<file path="src/rtl/wb_serial_master.sv">
// Byte-stream to Wishbone bridge: decodes 'W'/'R' commands from a UART byte
// stream, runs one 32-bit Wishbone cycle and returns the reply bytes.
module wb_serial_master #(
    parameter int unsigned timeout_cycles = 1024
) (
    input  logic        clk,
    input  logic        reset,
    input  logic [7:0]  rx_data,
    input  logic        rx_valid,
    output logic [7:0]  tx_data,
    output logic        tx_valid,
    input  logic        tx_ready,
    output logic [31:0] wb_adr_o,
    output logic [31:0] wb_dat_o,
    input  logic [31:0] wb_dat_i,
    output logic [3:0]  wb_sel_o,
    output logic        wb_we_o,
    output logic        wb_cyc_o,
    output logic        wb_stb_o,
    input  logic        wb_ack_i,
    output logic        busy
);

    localparam int unsigned TMO_W    = 16;
    localparam logic [TMO_W-1:0] TMO_LAST = TMO_W'(timeout_cycles - 1);
    localparam logic [7:0]  CMD_WR   = 8'h57;
    localparam logic [7:0]  CMD_RD   = 8'h52;
    localparam logic [7:0]  RSP_OK   = 8'h2E;
    localparam logic [7:0]  RSP_ERR  = 8'h21;

    typedef enum logic [2:0] {
        S_IDLE,
        S_ADDR,
        S_DATA,
        S_BUS,
        S_RESP
    } state_t;

    state_t             r_state, w_state;
    logic               r_op_we, w_op_we;
    logic [1:0]         r_cnt, w_cnt;
    logic [TMO_W-1:0]   r_tmo, w_tmo;
    logic [31:0]        r_adr, w_adr;
    logic [31:0]        r_dat, w_dat;
    logic [23:0]        r_rdata, w_rdata;
    logic               r_err, w_err;
    logic [7:0]         r_tx_data, w_tx_data;
    logic               r_tx_valid, w_tx_valid;
    logic               r_cyc, w_cyc;
    logic               r_we, w_we;
    logic [3:0]         r_sel, w_sel;
    logic               r_busy, w_busy;

    // Next-state and next-output logic; bus/busy outputs follow the next state
    always_comb begin
        w_state    = r_state;
        w_op_we    = r_op_we;
        w_cnt      = r_cnt;
        w_tmo      = r_tmo;
        w_adr      = r_adr;
        w_dat      = r_dat;
        w_rdata    = r_rdata;
        w_err      = r_err;
        w_tx_data  = r_tx_data;
        w_tx_valid = r_tx_valid;

        unique case (r_state)
            S_IDLE: begin
                if (rx_valid && (rx_data == CMD_WR || rx_data == CMD_RD)) begin
                    w_state = S_ADDR;
                    w_op_we = (rx_data == CMD_WR);
                    w_cnt   = 2'd0;
                end
            end
            S_ADDR: begin
                if (rx_valid) begin
                    w_adr = {r_adr[23:0], rx_data};
                    w_cnt = r_cnt + 2'd1;
                    if (r_cnt == 2'd3) begin
                        w_state = r_op_we ? S_DATA : S_BUS;
                        w_cnt   = 2'd0;
                        w_tmo   = '0;
                    end
                end
            end
            S_DATA: begin
                if (rx_valid) begin
                    w_dat = {r_dat[23:0], rx_data};
                    w_cnt = r_cnt + 2'd1;
                    if (r_cnt == 2'd3) begin
                        w_state = S_BUS;
                        w_cnt   = 2'd0;
                        w_tmo   = '0;
                    end
                end
            end
            S_BUS: begin
                // Ack beats a coincident timeout terminal count
                if (wb_ack_i) begin
                    w_state    = S_RESP;
                    w_cnt      = 2'd0;
                    w_err      = 1'b0;
                    w_rdata    = wb_dat_i[23:0];
                    w_tx_valid = 1'b1;
                    w_tx_data  = r_op_we ? RSP_OK : wb_dat_i[31:24];
                end else if (r_tmo == TMO_LAST) begin
                    w_state    = S_RESP;
                    w_cnt      = 2'd0;
                    w_err      = 1'b1;
                    w_tx_valid = 1'b1;
                    w_tx_data  = RSP_ERR;
                end else begin
                    w_tmo = r_tmo + TMO_W'(1);
                end
            end
            S_RESP: begin
                if (r_tx_valid && tx_ready) begin
                    if (r_err || r_op_we || r_cnt == 2'd3) begin
                        w_state    = S_IDLE;
                        w_tx_valid = 1'b0;
                        w_cnt      = 2'd0;
                    end else begin
                        w_cnt     = r_cnt + 2'd1;
                        w_tx_data = r_rdata[23:16];
                        w_rdata   = {r_rdata[15:0], 8'h00};
                    end
                end
            end
            default: begin
                w_state = S_IDLE;
            end
        endcase

        w_cyc  = (w_state == S_BUS);
        w_we   = w_cyc & w_op_we;
        w_sel  = w_cyc ? 4'hF : 4'h0;
        w_busy = (w_state != S_IDLE);
    end

    always_ff @(posedge clk) begin
        if (reset) begin
            r_state    <= S_IDLE;
            r_op_we    <= 1'b0;
            r_cnt      <= 2'd0;
            r_tmo      <= '0;
            r_adr      <= 32'd0;
            r_dat      <= 32'd0;
            r_rdata    <= 24'd0;
            r_err      <= 1'b0;
            r_tx_data  <= 8'd0;
            r_tx_valid <= 1'b0;
            r_cyc      <= 1'b0;
            r_we       <= 1'b0;
            r_sel      <= 4'h0;
            r_busy     <= 1'b0;
        end else begin
            r_state    <= w_state;
            r_op_we    <= w_op_we;
            r_cnt      <= w_cnt;
            r_tmo      <= w_tmo;
            r_adr      <= w_adr;
            r_dat      <= w_dat;
            r_rdata    <= w_rdata;
            r_err      <= w_err;
            r_tx_data  <= w_tx_data;
            r_tx_valid <= w_tx_valid;
            r_cyc      <= w_cyc;
            r_we       <= w_we;
            r_sel      <= w_sel;
            r_busy     <= w_busy;
        end
    end

    assign tx_data  = r_tx_data;
    assign tx_valid = r_tx_valid;
    assign wb_adr_o = r_adr;
    assign wb_dat_o = r_dat;
    assign wb_sel_o = r_sel;
    assign wb_we_o  = r_we;
    assign wb_cyc_o = r_cyc;
    assign wb_stb_o = r_cyc;
    assign busy     = r_busy;

endmodule
</file>
<file path="config.mk">
export PLATFORM = sky130hd
export DESIGN_NAME = wb_serial_master
export DESIGN_NICKNAME = d
export VERILOG_FILES = /design/src/rtl/wb_serial_master.sv
export SDC_FILE = /design/constraint.sdc
export NUM_CORES = 1
export LEC_CHECK = 0
export BUFFER_PORTS_ARGS = -buffer_cell sky130_fd_sc_hd__clkbuf_2
export CORE_ASPECT_RATIO = 0.9
export CORE_MARGIN = 2
export CORE_UTILIZATION = 48
export CTS_CLUSTER_DIAMETER = 150
export DETAILED_ROUTE_END_ITERATION = 10
export GPL_TIMING_DRIVEN = 0
export PLACE_DENSITY = 0.73
export SLEW_MARGIN = 20
export SYNTH_ARGS = -nofsm -noshare
export SYNTH_HDL_FRONTEND = slang
export SYNTH_SLANG_ARGS = --single-unit
</file>
<file path="constraint.sdc">
create_clock -name clk -period 2.3 [get_ports clk]
set_input_delay 0.46 -clock clk [delete_from_list [all_inputs] [get_ports clk]]
set_output_delay 0.46 -clock clk [all_outputs]
set_load 0.005 [all_outputs]
</file>
==> key figures <==
Outcome
  • Outcome: complete, but fails checks
  • Failing checks: negative setup slack

Hold path
  • Worst hold start: wb_dat_i[17]
  • Hold Path Class: in2reg
  • Worst Hold End: r_rdata[17]
  • WHS Path Cells: 3

Floorplanning
  • IO Count: 126
  • Initial Utilization: 0.4904
  • Die width: 111.6 um
  • Num rows: 35
  • Chip height: 100.9 um
  • Die area: 11,260 um2
  • Core box area: 10,200 um2

STA
  • Setup violators final: 1
  • Rel. slew slack: 0.5710
  • Minimum clock period: 2303 ps
  • Final WS setup: -3.393 ps
  • RSZ-0062 raised after global routing: true
  • Worst-margin pin slew: 642.1 ps
  • Setup TNS Final: -3.393 ps
  • Maximum clock frequency: 434.1 MHz
  • Fin. Hold Viols: 0
  • Tcrit/Tclk final: 1.001
  • Slew Viols, Final: 0
  • Clock skew: 8.017 ps

Drt
  • Total number of vias: 4,994
  • Drt first-iter violations: 397
  • WL/cell: 14.49 um
  • Vias per cell: 5.399
  • DRT Pass-1 Iters: 5
  • DRT Wirelength: 13.41 mm
  • Final ANT Viol Nets: 0
  • DRC Markers: 0

Worst setup path
  • CP Data Required Time: 2570 ps
  • Crit start category: flip-flop
  • Worst r2r src: r_state[2]
  • Setup CP Type: reg2reg
  • CP Max Fanout: 8
  • Worst R2R End: tx_data[5]
  • Crit. Startpoint: r_state[2]
  • Reg2Reg Depth: 7
  • CP Capture Type: flip-flop
  • Worst path arrival time: 2580 ps
  • Register-to-register setup slack: -3 ps

Placed design
  • GPL Wtd Cong: 0.8058
  • Number of port buffers: 124
  • DP Wirelength: 9.531 mm

Synthesis
  • Post-Synthesis Cells: 630
  • Synth top cells by count: nand2_1 (184), dfxtp_1 (123), a21oi_1 (84), nor2_1 (49), clkbuf_1 (36)
  • YS warnings: 0
  • Post-synth top area share: 0.4921
  • Synth area leader: dfxtp_1
  • Yosys cell types: 48
  • Top FF cell, synth: dfxtp_1
  • Post-Syn Area per Cell: 7.942 um2
  • Number of flops mapped to enable cells by yosys: 0
  • Sequential area share after synthesis: 0.4921
  • Synth top area cells: dfxtp_1 (49%), nand2_1 (14%), a21oi_1 (8.4%)
  • Ys async rst share: 0
  • Post-synthesis cell area: 5004 um2
  • Count leader, synth: nand2_1
  • Synthesized Nets: 677
  • #FFs+latches synth: 123

Global route
  • GRT Total Usage: 0.2306
  • GRT overflow: 0
  • First-pass GRT wire length: 21.00 mm
  • Number of global-route vias before repair: 4,586
  • Largest net degree at the start of global routing: 17
  • Initial antenna violation count: 0

Clock network
  • CTS tree: done
  • Num CTS Buffers: 17
  • Clock Pin Slew Worst Setup and Hold Paths: 50 ps
  • Clk Latency, worst-skew pair: 410 ps
  • Clock sinks: 123
  • Root Driver: clkbuf_16
  • Clock Tree Buf Depth: 2
  • Hold buffers post-CTS: 0
  • H-tree lvl count: 4

Power
  • LEAKAGE: 2.577 nW
  • Pwr per Cell Area: 793.4 nW/um2
  • Peak VDD IR: 565.1 uV

Final layout
  • Layout cells sized above 1: 0.2412
  • Storage cell area: 2466 um2
  • Nets: 831
  • Fillers: 902
  • Synthesis-to-layout area growth: 31.58%
  • Post-layout util: 0.6452
  • Area of the multi-input gates: 2336 um2
  • Diode count: 0

Job
  • Max cap viols: 0
[cell families (layout without fill, tap and decap cells)]
| group | Yosys count | after routing | share of synthesized area |
|---|---|---|---|
| AO/OA/AOI/OAI | 141 | 141 | 0.1748 |
| XOR/XNOR | 5 | 5 | 0.008752 |
| adder cells (fa/ha/maj) | 2 | 2 | 0.005000 |
| buffers and inverters | 51 | 217 | 0.04676 |
| flip-flops | 123 | 123 | 0.4921 |
| multiplexers | 4 | 4 | 0.008002 |
| AND/OR/NAND/NOR | 304 | 304 | 0.2646 |
[layer usage]
metal,up-vias,track usage,share of wire
li1,2465,-,-
met3,20,0.05352,0.045
met1,2371,0.2917,0.45
met5,-,0,0
met4,0,0.07312,0.014
met2,138,0.3939,0.49
[cell usage in the layout, fill, tap and decap left out, types with 2 or more instances in the layout]
cell,count
nand2_1,184
clkbuf_2,127
dfxtp_1,120
a21oi_1,83
nor2_1,48
clkbuf_1,36
a311oi_1,20
nand3_1,17
buf_4,17
clkbuf_16,17
o21ai_0,11
a22oi_1,8
or3_1,8
nand2b_1,7
clkbuf_8,6
and2_1,5
nor3_1,5
bufinv_16,5
xor2_1,4
mux2i_1,4
o211ai_1,4
buf_6,3
and3_1,3
nand4_1,3
nor2b_1,3
a31oi_1,3
o31ai_1,3
or4_1,3
dfxtp_2,3
buf_2,2
nor3b_1,2
nor4_1,2
nand3b_1,2
or2_2,2
a311oi_2,2
ha_1,2
[worst max path at each step]
| stage | depth (start not counted) | slack [ps] | endpoint |
|---|---|---|---|
| global route | 7 | -70 | tx_data[5] |
| detailed placement | 7 | -210 | r_tmo[6] |
| floorplan | 7 | 140 | tx_data[4] |
| global placement | 7 | -140 | r_tmo[3] |
| CTS | 7 | 10 | tx_data[5] |
| finish | 7 | -3 | tx_data[5] |
[where the power goes]
group / internal, mW / switching (mW) / leakage [nW]
Clock: 2.09 / 0.883 / 0.330
Sequential: 2.13 / 0.000467 / 0.992
Combinational: 0.0434 / 0.0737 / 1.26
[registers in the layout, indices dropped and copies added, names as in the netlist]
register,cells
r_cnt,2
r_err,1
r_rdata,24
busy,1
r_op_we,1
wb_sel_o,1
r_state,3
tx_valid,1
wb_we_o,1
tx_data,8
r_tmo,16
wb_dat_o,32
wb_adr_o,32
[worst max-delay path: stages, from the launching register on]
cell      delay [ps]
dfxtp_2          340
buf_6            120
or3b_4           400
or4_4            530
a221oi_4         340
buf_6            180
mux2i_1          200
nor2_1            50
[through the flow]
stage                     cell area, um2  power (mW)  hold WS (ps)  worst slack, ps  cells
final                               6584       5.224         311.6           -3.393    925
after floorplan                     5004       2.230         452.0            141.7    630
after CTS                           6514       5.251         300.9            14.82    920
after global placement              5786       2.292         440.7           -142.6    883
after detailed placement            5786       2.294         448.3           -210.0    883
after global routing                6584       5.350         304.4           -69.61    925
[cell type report]
cell class,count,area share
repair buffers,137,0.1097
flip-flops and latches,123,0.3746
plain buffers,48,0.03402
multi-input cells,456,0.3548
clock inverters,6,0.02357
inverters,1,0.0005701
well taps,129,0.02452
clock buffers,25,0.07830
[what timing repair did]
action / in CTS / in global routing
gates resized for setup: 3 / 14
buffers inserted: 6 / 7
setup endpoints to repair: 37 / 30
pin swaps: 1 / 9
(Power assumes the default switching activity.)
